==> config.mk <==
export PLATFORM = sky130hd
export DESIGN_NAME = bit_serial_mac_acc
export DESIGN_NICKNAME = d
export VERILOG_FILES = /design/src/rtl/bit_serial_mac_acc_pkg.sv /design/src/rtl/bit_serial_mac_acc_mult.sv /design/src/rtl/bit_serial_mac_acc.sv
export SDC_FILE = /design/constraint.sdc
export NUM_CORES = 1
export LEC_CHECK = 0
export CORE_MARGIN = 3
export CORE_UTILIZATION = 57
export DETAILED_ROUTE_END_ITERATION = 8
export DONT_BUFFER_PORTS = 1
export PLACE_DENSITY = 0.76
export SLEW_MARGIN = 10
export SYNTH_ARGS = -nofsm -noshare
export SYNTH_HDL_FRONTEND = slang
export SYNTH_SLANG_ARGS = --single-unit
==> constraint.sdc <==
create_clock -name clk -period 7.7 [get_ports clk]
set_clock_uncertainty 0.1 [all_clocks]
set_input_delay 0.77 -clock clk [delete_from_list [all_inputs] [get_ports clk]]
set_output_delay 0.77 -clock clk [all_outputs]
set_load 0.02 [all_outputs]
==> src/rtl/bit_serial_mac_acc_pkg.sv <==
// Shared types and helpers for the bit-serial MAC.
// FSM state encoding and effective weight precision.
package bit_serial_mac_acc_pkg;

  typedef enum logic [1:0] {
    S_IDLE = 2'd0,
    S_RUN  = 2'd1,
    S_OUT  = 2'd2
  } state_e;

  // 0 or out-of-range precision selects full width
  function automatic int eff_bits(
    input int wb,
    input int max_w
  );
    return (wb == 0 || wb > max_w) ? max_w : wb;
  endfunction

endpackage

==> src/rtl/bit_serial_mac_acc_mult.sv <==
// Bit-serial signed multiplier, one weight bit per step, LSB first.
// Ports: start loads act/wgt/n; step advances; done+prod on last bit.
module bit_serial_mac_acc_mult
  import bit_serial_mac_acc_pkg::*;
#(
  parameter int A_W = 8,
  parameter int W_W = 8,
  parameter int NB  = $clog2(W_W) + 1,
  parameter int PW  = A_W + W_W
) (
  input  logic          clk,
  input  logic          rstn,
  input  logic          start,
  input  logic          step,
  input  logic [A_W-1:0] act_i,
  input  logic [W_W-1:0] wgt_i,
  input  logic [NB-1:0]  n_i,
  output logic          done,
  output logic [PW-1:0] prod
);

  localparam int KW = (W_W > 1) ? $clog2(W_W) : 1;

  logic [A_W-1:0] act_q, act_d;
  logic [W_W-1:0] wgt_q, wgt_d;
  logic [NB-1:0]  n_q, n_d;
  logic [KW-1:0]  k_q, k_d;
  logic [PW-1:0]  p_q, p_d;

  logic [PW-1:0] act_x;
  logic [PW-1:0] term;
  logic [PW-1:0] p_sum;
  logic          last_bit;

  assign act_x    = {{W_W{act_q[A_W-1]}}, act_q};
  assign term     = wgt_q[k_q] ? (act_x << k_q) : '0;
  assign last_bit = (NB'(k_q) == (n_q - NB'(1)));
  // sign bit of the weight carries negative weight
  assign p_sum    = last_bit ? (p_q - term) : (p_q + term);
  assign done     = step && last_bit;
  assign prod     = p_sum;

  always_comb begin
    act_d = act_q;
    wgt_d = wgt_q;
    n_d   = n_q;
    k_d   = k_q;
    p_d   = p_q;
    if (start) begin
      act_d = act_i;
      wgt_d = wgt_i;
      n_d   = n_i;
      k_d   = '0;
      p_d   = '0;
    end else if (step) begin
      p_d = p_sum;
      k_d = last_bit ? '0 : k_q + KW'(1);
    end
  end

  always_ff @(posedge clk or negedge rstn) begin
    if (!rstn) begin
      act_q <= '0;
      wgt_q <= '0;
      n_q   <= '0;
      k_q   <= '0;
      p_q   <= '0;
    end else begin
      act_q <= act_d;
      wgt_q <= wgt_d;
      n_q   <= n_d;
      k_q   <= k_d;
      p_q   <= p_d;
    end
  end

endmodule

==> src/rtl/bit_serial_mac_acc.sv <==
// Bit-serial signed MAC with accumulator and valid/ready result port.
// Ports: in_* operand beat, out_* result, busy = not idle.
module bit_serial_mac_acc
  import bit_serial_mac_acc_pkg::*;
#(
  parameter int A_W   = 8,
  parameter int W_W   = 8,
  parameter int ACC_W = 24
) (
  input  logic                   clk,
  input  logic                   rstn,
  input  logic                   in_valid,
  output logic                   in_ready,
  input  logic [A_W-1:0]         act,
  input  logic [W_W-1:0]         wgt,
  input  logic [$clog2(W_W):0]   wbits,
  input  logic                   acc_clr,
  input  logic                   last,
  output logic                   out_valid,
  input  logic                   out_ready,
  output logic [ACC_W-1:0]       out_data,
  output logic                   out_ovf,
  output logic                   busy
);

  localparam int NB = $clog2(W_W) + 1;
  localparam int PW = A_W + W_W;

  state_e state_q, state_d;
  logic [ACC_W-1:0] acc_q, acc_d;
  logic             ovf_q, ovf_d;
  logic             last_q, last_d;

  logic          start;
  logic          step;
  logic          done;
  logic [PW-1:0] prod;
  logic [NB-1:0] n_eff;

  logic signed [PW-1:0] prod_s;
  logic [ACC_W-1:0]     prod_x;
  logic [ACC_W-1:0]     sum;
  logic                 add_ovf;

  assign n_eff  = NB'(eff_bits(int'(wbits), W_W));
  assign prod_s = prod;
  assign prod_x = ACC_W'(prod_s);
  assign sum    = acc_q + prod_x;
  // same-sign operands, different-sign result
  assign add_ovf = (acc_q[ACC_W-1] == prod_x[ACC_W-1]) &&
                   (sum[ACC_W-1] != acc_q[ACC_W-1]);

  bit_serial_mac_acc_mult #(
    .A_W (A_W),
    .W_W (W_W)
  ) u_mult (
    .clk   (clk),
    .rstn  (rstn),
    .start (start),
    .step  (step),
    .act_i (act),
    .wgt_i (wgt),
    .n_i   (n_eff),
    .done  (done),
    .prod  (prod)
  );

  always_comb begin
    state_d = state_q;
    acc_d   = acc_q;
    ovf_d   = ovf_q;
    last_d  = last_q;
    start   = 1'b0;
    step    = 1'b0;
    unique case (state_q)
      S_IDLE: begin
        if (in_valid) begin
          start   = 1'b1;
          last_d  = last;
          state_d = S_RUN;
          if (acc_clr) begin
            acc_d = '0;
            ovf_d = 1'b0;
          end
        end
      end
      S_RUN: begin
        step = 1'b1;
        if (done) begin
          acc_d   = sum;
          ovf_d   = ovf_q | add_ovf;
          state_d = last_q ? S_OUT : S_IDLE;
        end
      end
      S_OUT: begin
        if (out_ready) begin
          acc_d   = '0;
          ovf_d   = 1'b0;
          state_d = S_IDLE;
        end
      end
      default: state_d = S_IDLE;
    endcase
  end

  always_ff @(posedge clk or negedge rstn) begin
    if (!rstn) begin
      state_q <= S_IDLE;
      acc_q   <= '0;
      ovf_q   <= 1'b0;
      last_q  <= 1'b0;
    end else begin
      state_q <= state_d;
      acc_q   <= acc_d;
      ovf_q   <= ovf_d;
      last_q  <= last_d;
    end
  end

  assign in_ready  = (state_q == S_IDLE);
  assign out_valid = (state_q == S_OUT);
  assign out_data  = out_valid ? acc_q : '0;
  assign out_ovf   = out_valid & ovf_q;
  assign busy      = (state_q != S_IDLE);

endmodule
Yosys cells after proc, flatten, opt, wreduce, memory -nomap -nowiden
Cells that the tools add are included.
W data, S select, Z words.
- bits in registers: 67
- input bits: 26
- output and inout port bits: 28
- word-level logic and storage cells: 68
- $add $sub $neg: 5
- magnitude comparators: 2
- equal/unequal tests: 9
- shift-type cells: 1
- multiplexer cells: 29
- bitwise gates (word level): 2
- reduce and logical (&&, ||, !) cells: 11
- operators by type and width (kind ; count):
    $mux W24 ; 5
    $pmux W24 S3 ; 1
    $mux W16 ; 4
    $add A24 B24 Y24 ; 1
    $add A16 B16 Y16 ; 1
    $shl A16 B3 Y16 ; 1
    $sub A16 B16 Y16 ; 1
    $mux W3 ; 3
    $mux W1 ; 8
    $mux W2 ; 4
    $pmux W2 S3 ; 1
    $reduce_and A5 Y1 ; 1
    $eq A3 B4 Y1 ; 1
    $gt A4 B4 Y1 const B ; 1
    $logic_not A4 Y1 ; 1
    $lt A3 B4 Y1 const B ; 1
    $mux W4 ; 1
    $ne A2 B1 Y1 const B ; 2
    $ne A2 B2 Y1 const B ; 2
    $reduce_bool A2 Y1 ; 2
    $sub A4 B1 Y4 const B ; 1
    $add A3 B1 Y3 const B ; 1
    $bmux W1 S3 ; 1
    $pmux W1 S3 ; 1
    12 further kinds ; 13

Longest topological paths before layout
Gate-level depths: netlist of run 1.
- depth in word-level cells: 11
- gate-level depth with buffers: 30
- depth with buffers taken out: 28

Hierarchy
A second synthesis of run 1 with hierarchy kept.
- cell total of the unflattened synthesis: 637
- area total of the unflattened synthesis: 5691.7 um2
- modules (own cells, without submodules) (module ; instances ; cells each ; area each (um2)):
    bit_serial_mac_acc_mult ; 1 ; 345 ; 3258.1
    bit_serial_mac_acc ; 1 ; 292 ; 2433.6

Least setup slack after synthesis of run 1
Ideal clock, no wire load.
- path type: reg2reg
- start: register u_mult.k_q[0]
- end: register acc_q[23]
- setup time: 0.126 ns
- arrival time: 5.530 ns
- required time: 7.474 ns
- setup slack: 1.944 ns
- stages on the path, launching flop included: 28
- path buffers: 3
- cell sequence: dfrtp_1 buf_6 buf_6 buf_2 mux2_1 o31ai_1 o21ai_1 o31ai_1 and2_1 o31ai_1 xor2_1 ha_1 a21oi_1 o21ai_0 or3_1 a21oi_1 o21a_1 xnor2_2 ha_1 a21o_1 a21oi_1 o21ai_0 a221oi_1 o21ai_1 a31oi_1 and2_1 mux2i_1 mux2i_1
- longest elaborated chain between the ends: 8
- elaborated cells between the ends (all ways): 14
- those cells by class: 3 x add/sub; 2 x eq/ne; 1 x shift; 6 x mux; 2 x reduce/logical
- ends and longest elaborated chain (item ; line ; source):
    start: declaration ; bit_serial_mac_acc_mult.sv:27 ; logic [KW-1:0] k_q, k_d;
    start signal: assignment ; bit_serial_mac_acc_mult.sv:72 ; k_q <= k_d;
    $bmux W1 S3 ; bit_serial_mac_acc_mult.sv:36 ; assign term = wgt_q[k_q] ? (act_x << k_q) : '0;
    $mux W1 (implied by the code) ; bit_serial_mac_acc_mult.sv:36 ;
    $mux W16 ; bit_serial_mac_acc_mult.sv:36 ;
    $add A16 B16 Y16 or $sub A16 B16 Y16 (tied branches) ; bit_serial_mac_acc_mult.sv:39 ; assign p_sum = last_bit ? (p_q - term) : (p_q + term);
    $mux W16 ; bit_serial_mac_acc_mult.sv:39 ;
    $add A24 B24 Y24 ; bit_serial_mac_acc.sv:48 ; assign sum = acc_q + prod_x;
    $mux W24 ; bit_serial_mac_acc.sv:89 ; if (done) begin
    $pmux W24 S3 ; bit_serial_mac_acc.sv:75 ; unique case (state_q)
    end signal: assignment ; bit_serial_mac_acc.sv:109 ; acc_q <= '0;
    end signal: assignment ; bit_serial_mac_acc.sv:114 ; acc_q <= acc_d;
    end: declaration ; bit_serial_mac_acc.sv:30 ; logic [ACC_W-1:0] acc_q, acc_d;
Several ways; a longest one is shown, not always the timed one. The select of a mux whose other input is x is not followed.
A chain may end at the register's enable or synchronous reset.

Worst setup path after layout of run 1
- start: register u_mult.k_q[1]
- end: register acc_q[23]
Same word-level chain as after synthesis.

==> impl_metrics.yaml, run 1 <==
clock_tree:
  cts_buffers: 9
  cts_tree: "yes"
  postCtsSetupBuffers: 0
  ctsResizeCount: 0
  cts_num_sinks: 67
  clk_latency_ps: 350
  h-tree-depth: 3
  cts-root-buf: "clkbuf_8"
  cts_hold_buf: 1
  clk_path_buf_depth: 2
  path_clk_slew_ps: 80
layout:
  antennaDiodeCount: 0
  nets: 686
  drive_above_1_share_pct: 9.18
  area_growth_pct: 4.96
  fill_cells: 837
critical_path:
  critPathMaxFanout: 25
  r2r-end: "acc_q[23]"
  r2r_start: "u_mult.k_q[1]"
  critPathCaptureType: "flip-flop"
  critPathKind: "flip-flop to flip-flop"
  cp.arrival_ps: 7180
  ff2ff_path_depth: 25
  cp-start-kind: "flip-flop"
  ff2ff_setup_slack_ps: 660
  crit_required_ps: 7840
die:
  pin_count: 54
  die_area_um2: 10800
  start_util_pct: 59.0
  core_area_um2: 9280
  die_w_um: 104
  die_h_um: 104
  rows: 35
timing:
  setup_viol: 0
  fmax_mhz: 142
  grt_setup_unrepaired: "no"
  fin_setup_tns_ps: 0
  timing.final.crit_share_pct: 91.4
  period_needed_ps: 7040
  tightest_slew_ps: 1040
  slew_viol_final: 0
  max_slew_margin_pct: 30.4
  finalHoldViolCount: 0
yosys:
  syn_nets: 699
  synth_most_common_cell: "dfrtp_1"
  avgSynthCellArea_um2: 8.69
  synth-seq-cells: 67
  yosys-top-cells-count: "67 x dfrtp_1, 58 x nand2_1, 50 x nand3_1"
  ys_warn_count: 0
  synth-edff-count: 0
  ys.flop_type: "dfrtp_1"
  yosysUniqueCellTypes: 55
  synthTopCellsByArea: "dfrtp_1 31%, ha_1 9.4%, xnor2_1 5.0%"
  yosysTopAreaCell: "dfrtp_1"
  synthArstFlopShare_pct: 100
  synth.yosys.seq_area_share_pct: 30.6
  syn_area_um2: 5480
  netlist.area_leader.share_pct: 30.6
  synthCells: 630
status:
  status: "completed"
worst_hold_path:
  holdCritPathClass: "primary input to async pin"
grt:
  grt_max_degree: 66
  grt_antenna_before_repair: 0
  grt_pass1_vias: 4292
  grt_remaining_overflow: 0
  track_usage_pct: 22.2
  grt_pass1_wl_um: 20300
detailed_routing:
  routedWlPerCell_um: 15.9
  ant_nets: 0
  drt_iter0_markers: 261
  drcViolationCount: 0
  vias: 4400
  drt-total-wl_um: 11900
  drt-pass1-iter-count: 5
  viasPerCell: 5.87
place:
  gp_congestion: 0.925
  port_buffers: 0
  dp_hpwl_um: 8490
flow_run:
  max_cap_viol_count: 0
cell families after synthesis:
| group | share of synthesized area (%) |
|---|---|
| simple gates | 20.2 |
| fa+ha+maj | 10.1 |
| buf+inv | 3.91 |
| flops | 30.6 |
| compound gates | 18.1 |
| xor+xnor | 8.29 |
| mux | 8.82 |
flip-flops by register name, indices dropped and copies added (netlist names):
| name | count |
|---|---|
| acc_q | 24 |
| last_q | 1 |
| ovf_q | 1 |
| state_q | 2 |
| u_mult.act_q | 8 |
| u_mult.k_q | 3 |
| u_mult.n_q | 4 |
| u_mult.p_q | 16 |
| u_mult.wgt_q | 8 |
routing by layer:
layer	routed length [µm]	part of all wire (%)	up-vias	track usage [%]
met3	455	3.8	10	2.86
met4	109	0.92	0	6.08
li1	-	-	2206	-
met1	5790	49	2088	30.8
met2	5540	47	96	36.5
met5	0	0	-	0
final cells by class:
cell class                 count  area (µm²)  share of cell area [%]
clock buffer                  10         128                    2.22
multi-input combinational    512        3590                    62.4
timing repair buffer           6        60.1                    1.04
inverter                      21        78.8                    1.37
clock inverter                 5        55.1                   0.958
tap                          129         161                    2.81
sequential                    67        1680                    29.2
stage by stage:
step	cell area, µm²	utilization [%]	hold slack (ps)	worst slack, ps	std cells
after global placement	5540	59.6	363	1090	733
after detailed placement	5540	59.6	376	772	733
after CTS	5730	61.7	0.475	745	749
after floorplan	5480	-	344	1940	630
after global routing	5750	61.9	1.51	62.7	750
final	5750	61.9	14.2	661	750
cells in the final DEF, fill, tap and decap left out, types with 2 or more instances in the layout:
cell,count
a211oi_1,5
a21o_1,22
a21oi_1,41
a31o_2,2
a31oi_1,7
and2_1,29
and3_1,8
and4_1,2
buf_4,4
clkbuf_8,9
clkinv_2,2
clkinvlp_4,2
dfrtp_1,67
fa_1,2
ha_1,41
inv_1,19
inv_2,2
mux2_1,5
mux2_2,21
mux2i_1,10
mux4_2,4
nand2_1,58
nand2b_1,14
nand3_1,50
nor2_1,36
nor2b_1,8
nor3_1,9
nor3b_1,2
o211ai_1,2
o21a_1,3
o21ai_0,28
o21ai_1,19
o21bai_1,7
o31ai_1,6
o41ai_1,2
or3_1,2
xnor2_1,31
xor2_1,19
worst max-delay path by stage:
stage / from / to / slack (ps)
2_1_floorplan: u_mult.k_q[0] / acc_q[23] / 1940
3_3_place_gp: u_mult.k_q[1] / acc_q[23] / 1090
3_5_place_dp: u_mult.k_q[1] / acc_q[23] / 770
4_1_cts: u_mult.k_q[1] / acc_q[23] / 740
5_1_grt: u_mult.k_q[1] / acc_q[23] / 60
6_report: u_mult.k_q[1] / acc_q[23] / 660
worst max-delay path, cell delays in order (launching register included):
cell and delay, ps:
dfrtp_1 880, nor2_1 170, a22oi_2 360, and3_1 530, nor2_1 150, o31ai_1 350, and2_1 240, o31ai_1 130
xor2_1 190, ha_1 350, a21oi_1 220, o21ai_0 140, or3_1 320, a21oi_1 160, o21a_1 190, xnor2_2 280
ha_1 410, a21o_1 200, a21oi_1 120, o21ai_0 90, a221oi_1 450, o21ai_1 170, a31oi_1 320, and2_1 180
mux2i_1 90, mux2i_1 150
Power of run 1 is not shown: default switching activity piles up to over one toggle a cycle in this logic, so the estimate is an artifact.
==> run 2: changes to the inputs <==
CORE_MARGIN = default   (was 3)
==> run 2 against run 1 <==
  * Global-route usage increased by 2.5 points
  * Worst setup slack improved by 160 ps
  * Worst hold slack gained 5.6 ps
  * Register-to-register slack gained 160 ps
  * Cell count grew 0.53%
  * Final area rose by 1.0%
  * Die area fell by 7.5%
  * Non-clock buffer count up 3
  * Critical path depth unchanged
  * Via count is 1.2% higher
  * Wire length is 0.53% higher
  * Largest cell class unchanged
==> impl_metrics.yaml, run 2 (same netlist as run 1, synthesis figures left out) <==
layout:
  post-route-util_pct: 62.6
  layout_commonest_cell: "dfrtp_1"
  drive_above_1_share_pct: 9.44
  biggestRegsByFlops: "acc_q (24), u_mult.p_q (16)"
  registers.top_by_ff_count: "acc_q"
  ff_latch_area_um2: 1680
  final_cell_mix: "67 x dfrtp_1, 58 x nand2_1, 50 x nand3_1"
  finalNonFillerCells: 754
  multiInputGateArea_um2: 3590
  fill_cells: 805
  nets: 689
  area_growth_pct: 6.05
  largest_register_ffs: 24
  antennaDiodeCount: 0
  postLayoutCellArea_um2: 5810
critical_path:
  crit_required_ps: 7880
  ff2ff_path_depth: 25
  critPathCaptureType: "flip-flop"
  cp.arrival_ps: 7060
  critPathMaxFanout: 25
  critPathKind: "flip-flop to flip-flop"
  r2r_start: "u_mult.k_q[1]"
  r2r-end: "acc_q[23]"
  cp-start-kind: "flip-flop"
  ff2ff_setup_slack_ps: 820
  crit_start: "u_mult.k_q[1]"
die:
  pin_count: 54
  die_w_um: 100
  die_area_um2: 10000
  die_h_um: 100
  rows: 35
  start_util_pct: 59.0
  core_area_um2: 9280
timing:
  max_slew_margin_pct: 32.7
  grt_setup_unrepaired: "no"
  slew_viol_final: 0
  tightest_slew_ps: 1010
  period_needed_ps: 6880
  timing.final.crit_share_pct: 89.3
  fmax_mhz: 145
  setup_viol: 0
  finalHoldViolCount: 0
  fin_setup_tns_ps: 0
grt:
  grt_pass1_vias: 4117
  grt_pass1_wl_um: 19700
  grt_antenna_before_repair: 0
  grt_remaining_overflow: 0
  track_usage_pct: 24.7
  grt_max_degree: 48
detailed_routing:
  ant_nets: 0
  viasPerCell: 5.90
  routedWlPerCell_um: 15.9
  drt_iter0_markers: 188
  drcViolationCount: 0
  drt-total-wl_um: 12000
  drt-pass1-iter-count: 5
  vias: 4452
clock_tree:
  cts_buffers: 9
  cts-root-buf: "clkbuf_8"
  ctsResizeCount: 0
  cts_num_sinks: 67
  clk_path_buf_depth: 2
  cts_tree: "yes"
  clk_latency_ps: 350
  cts_hold_buf: 3
  h-tree-depth: 3
  path_clk_slew_ps: 90
  postCtsSetupBuffers: 0
place:
  port_buffers: 0
  dpl-instance-area_um2: 5540
  dp_hpwl_um: 8280
  gp_congestion: 0.889
  dp.cells: 733
status:
  status: "completed"
worst_hold_path:
  holdCritPathClass: "primary input to async pin"
flow_run:
  max_cap_viol_count: 0
-- run 2: critical path: stages (launching register included) --
cell	delay [ps]
dfrtp_1	850
nor2_1	170
a22oi_2	340
and3_1	520
nor2_1	150
o31ai_1	300
and2_1	220
o31ai_1	130
xor2_1	200
ha_1	340
a21oi_1	190
o21ai_0	130
or3_1	320
a21oi_1	160
o21a_1	190
xnor2_2	280
ha_1	420
a21o_1	200
a21oi_1	120
o21ai_0	100
a221oi_1	410
o21ai_1	180
a31oi_1	340
nor2_1	70
mux2i_1	190
mux2i_1	190
-- run 2: how the worst max path moves through the flow --
| stage | to | slack, ps |
|---|---|---|
| finish | acc_q[23] | 820 |
| global route | acc_q[23] | 160 |
| CTS | acc_q[23] | 820 |
| detailed placement | acc_q[23] | 810 |
| global placement | acc_q[23] | 1110 |
| floorplan | acc_q[23] | 1940 |
-- run 2: stage by stage --
step	setup WS, ps	hold slack [ps]
final	821	19.8
after global routing	156	0.727
after CTS	822	0.721
after detailed placement	813	376
after global placement	1110	361
after floorplan	1940	344
-- run 2: cell type report --
| type | count | area share [%] |
|---|---|---|
| Sequential cell | 67 | 28.9 |
| Clock buffer | 11 | 2.61 |
| Multi-Input combinational cell | 512 | 61.8 |
| Inverter | 21 | 1.36 |
| Timing Repair Buffer | 9 | 1.55 |
| Clock inverter | 5 | 1.06 |
| Tap cell | 129 | 2.78 |
-- run 2: per-layer routing --
metal	wire length (µm)	up-vias	track usage [%]
li1	-	2217	-
met1	5760	2131	34.2
met3	456	11	3.97
met2	5640	93	40.7
met5	0	-	0
met4	102	0	5.80
Power of run 2 is left out for the same reason.
==> run 3: changes to the inputs <==
CORE_UTILIZATION = 55   (was 57)
GPL_TIMING_DRIVEN = 1   (was default)
PLACE_DENSITY = 0.7   (was 0.76)
==> run 3 against run 2 <==
  * Sequential cell count did not move
  * Utilization fell by 3.6 points
  * Register-to-register slack improved by 20 ps
  * Global-route usage rose by 0.45 points
  * Cell count did not move
  * Sequential share of layout area rose by 0.34 points
  * Clock-buffer cell count rose by 2
  * Maximum frequency rose by 0.26%
  * Worst setup slack improved by 18 ps
  * Worst hold slack improved by 120 ps
  * Largest cell class unchanged
==> impl_metrics.yaml, run 3 (same netlist as run 1, synthesis figures left out) <==
status:
  status: "completed"
clock_tree:
  ctsResizeCount: 0
  cts_num_sinks: 67
  path_clk_slew_ps: 90
  cts_buffers: 9
  cts_tree: "yes"
  h-tree-depth: 3
  cts-root-buf: "clkbuf_8"
  clk_latency_ps: 380
  clk_path_buf_depth: 2
  postCtsSetupBuffers: 0
die:
  rows: 36
  die_area_um2: 10400
  die_w_um: 102
  die_h_um: 102
  start_util_pct: 56.3
  pin_count: 54
  core_area_um2: 9730
timing:
  grt_setup_unrepaired: "no"
  timing.final.crit_share_pct: 89.1
  fin_setup_tns_ps: 0
  period_needed_ps: 6860
  max_slew_margin_pct: 31.5
  setup_viol: 0
  slew_viol_final: 0
  tightest_slew_ps: 1030
  fmax_mhz: 146
  finalHoldViolCount: 0
worst_hold_path:
  holdCritPathClass: "primary input to async pin"
critical_path:
  critPathKind: "flip-flop to flip-flop"
  crit_required_ps: 7860
  r2r-end: "acc_q[23]"
  ff2ff_setup_slack_ps: 840
  cp.arrival_ps: 7020
  critPathCaptureType: "flip-flop"
  cp-start-kind: "flip-flop"
  r2r_start: "u_mult.k_q[1]"
  ff2ff_path_depth: 25
  critPathMaxFanout: 25
place:
  dp_hpwl_um: 8730
  port_buffers: 0
  gp_congestion: 0.915
  dp.cells: 737
detailed_routing:
  drt_iter0_markers: 200
  viasPerCell: 5.97
  ant_nets: 0
  vias: 4498
  routedWlPerCell_um: 15.8
  drcViolationCount: 0
  drt-pass1-iter-count: 4
  drt-total-wl_um: 11900
layout:
  antennaDiodeCount: 0
  final_cell_mix: "67 x dfrtp_1, 58 x nand2_1, 50 x nand3_1"
  largest_register_ffs: 24
  area_growth_pct: 4.82
  drive_above_1_share_pct: 9.02
  biggestRegsByFlops: "acc_q (24), u_mult.p_q (16)"
  nets: 685
  layout_commonest_cell: "dfrtp_1"
  fill_cells: 884
  post-route-util_pct: 59.0
  registers.top_by_ff_count: "acc_q"
  finalNonFillerCells: 754
grt:
  grt_max_degree: 68
  grt_pass1_vias: 4228
  track_usage_pct: 25.1
  grt_remaining_overflow: 0
  grt_pass1_wl_um: 20100
  grt_antenna_before_repair: 0
flow_run:
  max_cap_viol_count: 0
==> run 3: cell count changes in the layout (fill, tap and decap cells not counted), sizes merged <==
cell,change
dlygate4sd3,-4
clkinvlp,-1
clkbuf,+2
bufinv,-1
==> run 3: routing by layer <==
metal	share of wire (%)	wire, µm	vias up	global-route usage, %
met5	0	0	-	0
li1	-	-	2215	-
met3	3.3	397	18	5.11
met4	2.0	239	0	9.59
met1	46	5510	2186	32.6
met2	48	5790	79	41.2
==> run 3: final cells by class <==
cell class	instances	area (µm²)	area share, %
Clock buffer	13	149	2.59
Clock inverter	3	23.8	0.414
Inverter	21	78.8	1.37
Multi-Input combinational cell	512	3590	62.5
Sequential cell	67	1680	29.2
Tap cell	133	166	2.90
Timing Repair Buffer	5	57.6	1.00
==> run 3: critical path: stages (launching register included) <==
cell	delay (ps)
dfrtp_1	850
nor2_1	180
a22oi_2	340
and3_1	520
nor2_1	140
o31ai_1	300
and2_1	220
o31ai_1	140
xor2_1	200
ha_1	340
a21oi_1	200
o21ai_0	140
or3_1	320
a21oi_1	160
o21a_1	190
xnor2_2	270
ha_1	410
a21o_1	200
a21oi_1	120
o21ai_0	90
a221oi_1	430
o21ai_1	180
a31oi_1	290
and2_1	170
mux2i_1	80
mux2i_1	140
==> run 3: worst max-delay path by stage <==
stage | start | endpoint | slack [ps] | cells past startpoint
4_1_cts | u_mult.k_q[1] | acc_q[23] | 890 | 25
3_3_place_gp | u_mult.k_q[1] | acc_q[23] | 1140 | 25
2_1_floorplan | u_mult.k_q[0] | acc_q[23] | 1940 | 27
3_5_place_dp | u_mult.k_q[1] | acc_q[23] | 910 | 25
5_1_grt | u_mult.k_q[1] | acc_q[23] | 50 | 25
6_report | u_mult.k_q[1] | acc_q[23] | 840 | 25
==> run 3: per-stage QoR <==
stage | cell area, µm² | setup slack, ps | hold WS [ps]
after floorplan | 5480 | 1940 | 344
after global placement | 5540 | 1140 | 359
after detailed placement | 5540 | 908 | 368
after CTS | 5740 | 888 | 171
after global routing | 5740 | 51.7 | 160
final | 5740 | 840 | 139
==> run 3: timing repair <==
item / in CTS / in global routing
hold buffers: 1 / 0
setup endpoints to repair: 0 / 0
endpoints found under the hold margin: 67 / 0
Power of run 3 is left out for the same reason.
==> edit 1, RTL diff (settings of run 3) <==
`A_W` is set to 8 in 2 places; all go to 12.
--- a/src/rtl/bit_serial_mac_acc_mult.sv
+++ b/src/rtl/bit_serial_mac_acc_mult.sv
@@ -4,5 +4,5 @@
   import bit_serial_mac_acc_pkg::*;
 #(
-  parameter int A_W = 8,
+  parameter int A_W = 12,
   parameter int W_W = 8,
   parameter int NB  = $clog2(W_W) + 1,
--- a/src/rtl/bit_serial_mac_acc.sv
+++ b/src/rtl/bit_serial_mac_acc.sv
@@ -4,5 +4,5 @@
   import bit_serial_mac_acc_pkg::*;
 #(
-  parameter int A_W   = 8,
+  parameter int A_W   = 12,
   parameter int W_W   = 8,
   parameter int ACC_W = 24
Ports: changed (resized act); port bits go from 54 to 58. No check against the original RTL was run, so the function may have changed too.
==> edit 1 against run 3 <==
Count of clock-buffer cells in the layout down 1. Synthesized area up 18%. Via count is 24% higher. Sequential share of layout area is 1.9 points lower. Wire length rose by 23%. Cell area increased by 20%. Core utilization is 1.2 points higher. Synthesized cell count up 21%. Sequential cell count up 8. Critical path type unchanged. Worst setup slack lost 0.21 ns.
Power is left out: the tool's default activity adds up to more than one toggle a clock period on the data nets, which glitch-free logic cannot reach.
==> edit 1: results (changes against run 3) <==
Total vias in the final route = 5565 (+24%)
Overall Global Routing Usage = 24.5% (-0.58 points)
Post-placement cell area = 6550 um2 (+18%)
Mux contribution to synthesized area = 9.11% (+0.29 points)
Syn Nets = 838 (+20%)
Worst R2R Setup Slack = 0.63 ns (-0.21 ns)
Worst-case reg-to-reg path depth = 21 (-16%)
M3 GR Usage = 4.72% (-0.39 points)
CTS clk-pin slew, worst paths = 0.06 ns (-0.03 ns)
GPL Wtd Cong = 0.909 (-0.62%)
Synth Area in Compound Gates = 20.2% (+2.1 points)
Adder-cell share of the synthesized area = 9.32% (-0.77 points)
Drt pass-1 iters = 5 (+1)
Arrival time worst endpoint = 7.21 ns (+0.19 ns)
Layout cells sized above 1 = 9.22% (+0.21 points)
Worst setup path endpoint = ovf_q$_DFFE_PN0P_
Placed Instances = 874 (+19%)
WL/cell = 16.5 um (+4.2%)
Top post-synthesis cells by area = dfrtp_1 (29%), ha_1 (8.7%), o21ai_0 (5.0%)
Syn avg cell area = 8.50 um2 (-2.2%)
Dpl hpwl = 10700 um (+22%)
Final min period = 7.07 ns (+0.214 ns)
Worst-Skew Late Latency = 0.35 ns (-0.03 ns)
Synth Area in XOR/XNOR = 5.96% (-2.3 points)
Hold_ws = 0.0121 ns (-0.127 ns)
Met2 usage = 42.5% (+1.3 points)
Top Registers = acc_q x24, u_mult.p_q x20, u_mult.act_q x12
DP Worst Slack = 0.734 ns (-0.173 ns)
Largest net degree at the start of global routing = 76 (+12%)
Final nets = 820 (+20%)
Final std cells w/o fill = 891 (+18%)
Crit path largest cell delay = 0.75 ns (-0.10 ns)
DR iter-0 viols = 251 (+26%)
First-pass GRT wire length = 24700 um (+23%)
Start of the worst register-to-register path = u_mult.k_q[0]$_DFFE_PN0P_
Post-synth top cells = dfrtp_1 (75), nand2_1 (66), o21ai_0 (65)
Vias in the first global route = 5375 (+27%)
Worst Path Max Fanout = 17 (-32%)
Root Buffer = clkbuf_16
Post-synth cell types = 65 (+18%)
Slew margin rel. = 30.3% (-1.2 points)
Outcome = finished clean
Post-synthesis sequential area ratio = 29.0% (-1.6 points)
Fillers = 1019 (+15%)
==> edit 1: cell types whose count changed after synthesis, sizes merged, moves of 7 or more <==
cell / delta
and3: +7
dfrtp: +8
inv: +10
mux4: +7
nand2: +8
nand3: +11
nor2: +9
o21ai: +19
o31ai: +7
xnor2: -12
==> edit 1: area by class of cell <==
type | count | area, um2 | share of cell area, %
clock buffers | 12 | 246 | 3.58
clock inverters | 4 | 73.8 | 1.07
inverters | 31 | 116 | 1.69
multi-input cells | 620 | 4340 | 63.1
flip-flops and latches | 75 | 1880 | 27.3
well taps | 143 | 179 | 2.60
repair buffers | 6 | 47.5 | 0.691
==> edit 1: what timing repair did <==
item	CTS	global route
setup buffers	0	0
endpoints found under the hold margin	0	3
gates resized for setup	0	1
hold buffers	0	1
endpoints found under the setup margin	0	1
==> edit 1: routing by layer <==
metal	wire, um	share of wire [%]	vias up
li1	-	-	2738
met1	6660	45	2640
met2	7040	48	161
met3	673	4.6	26
met4	325	2.2	0
met5	0	0	-
==> edit 2, RTL diff (config.mk and constraints of run 3) <==
Made on the original files. `p_q` no longer has a reset.
--- a/src/rtl/bit_serial_mac_acc_mult.sv
+++ b/src/rtl/bit_serial_mac_acc_mult.sv
@@ -65,5 +65,4 @@
       n_q   <= '0;
       k_q   <= '0;
-      p_q   <= '0;
     end else begin
       act_q <= act_d;
@@ -71,6 +70,9 @@
       n_q   <= n_d;
       k_q   <= k_d;
-      p_q   <= p_d;
     end
+  end
+
+  always_ff @(posedge clk) begin
+    p_q <= p_d;
   end
 
Function: same outputs for any inputs over 4 cycles, from zero or initial values and one cycle with rstn low; that may be too few to reach the edited logic, so the function may still have changed.
==> edit 2 against run 3 <==
Sequential share of layout area down 1.8 points. First-iteration DRC count increased by 75%. Worst setup slack worse by 0.20 ns. Sequential cell count is the same. Global-route usage rose by 0.90 points. Cell area grew 1.4%. Synthesized area shrank 0.57%. Wire length grew 6.2%.
Power is not shown: default switching activity piles up to over one toggle a cycle in this logic, so the estimate is an artifact.
==> edit 2: results (changes against run 3) <==
Outcome = finished clean
WL/cell = 16.4 um (+3.5%)
DR iter-0 viols = 349 (+75%)
Fillers = 842 (-4.8%)
Final nets = 709 (+3.5%)
Worst-Skew Late Latency = 0.35 ns (-0.03 ns)
Met3 WL = 633 um (+59%)
First-pass GRT wire length = 20900 um (+3.9%)
Ys async rst share = 76.1% (-24 points)
Worst R2R Setup Slack = 0.64 ns (-0.20 ns)
Nonclk buf count = 9 (+4)
Syn Nets = 716 (+2.4%)
Worst-Margin Slew = 1.20 ns (+0.169 ns)
Crit path launch = u_mult.k_q[0]$_DFFE_PN0P_
Drt pass-1 iters = 5 (+1)
Multi-input gate share of total cell area = 62.5% (about the same)
Synth Area in XOR/XNOR = 7.35% (-0.94 points)
Met2 routed WL = 5700 um (-1.5%)
Mux contribution to synthesized area = 8.64% (-0.18 points)
Total vias in the final route = 4626 (+2.8%)
Worst Path Max Fanout = 17 (-32%)
Largest net degree at the start of global routing = 46 (-32%)
Worst-case reg-to-reg path depth = 26 (+4.0%)
Worst setup path endpoint = ovf_q$_DFFE_PN0P_
Layout cells sized above 1 = 9.77% (+0.75 points)
Storage cell area = 1600 um2 (-4.7%)
Seq_cells = 67 (unchanged)
Post-synth cell types = 63 (+15%)
Arrival time worst endpoint = 7.22 ns (+0.20 ns)
# clk buffers = 9 (-4)
Dpl hpwl = 9040 um (+3.6%)
Post-synth top cells = nand2_1 (83), dfrtp_1 (51), o21ai_0 (47)
-- edit 2: cell types whose count changed after synthesis, sizes merged, moves of 10 or more --
| cell | change |
|---|---|
| xnor2 | -10 |
| dfrtp | -16 |
| nand3 | -27 |
| a21o | -11 |
| dfxtp | +16 |
| nand2 | +25 |
-- edit 2: per-layer routing --
metal	track usage (%)	vias up
met5	0	-
li1	-	2283
met3	4.00	16
met1	38.4	2190
met4	6.69	0
met2	39.8	137
-- edit 2: stage by stage --
stage | utilization, % | std cells | hold WS, ns | worst slack [ns] | instance area, um2
2_1_floorplan | - | 647 | 0.338 | 1.36 | 5450
3_3_place_gp | 58.9 | 755 | 0.350 | 0.882 | 5540
3_5_place_dp | 58.9 | 755 | 0.354 | 0.561 | 5540
4_1_cts | 61.5 | 772 | 0.000481 | 0.499 | 5790
5_1_grt | 61.8 | 774 | 0.126 | 0.0323 | 5820
6_report | 61.8 | 774 | 0.129 | 0.641 | 5820
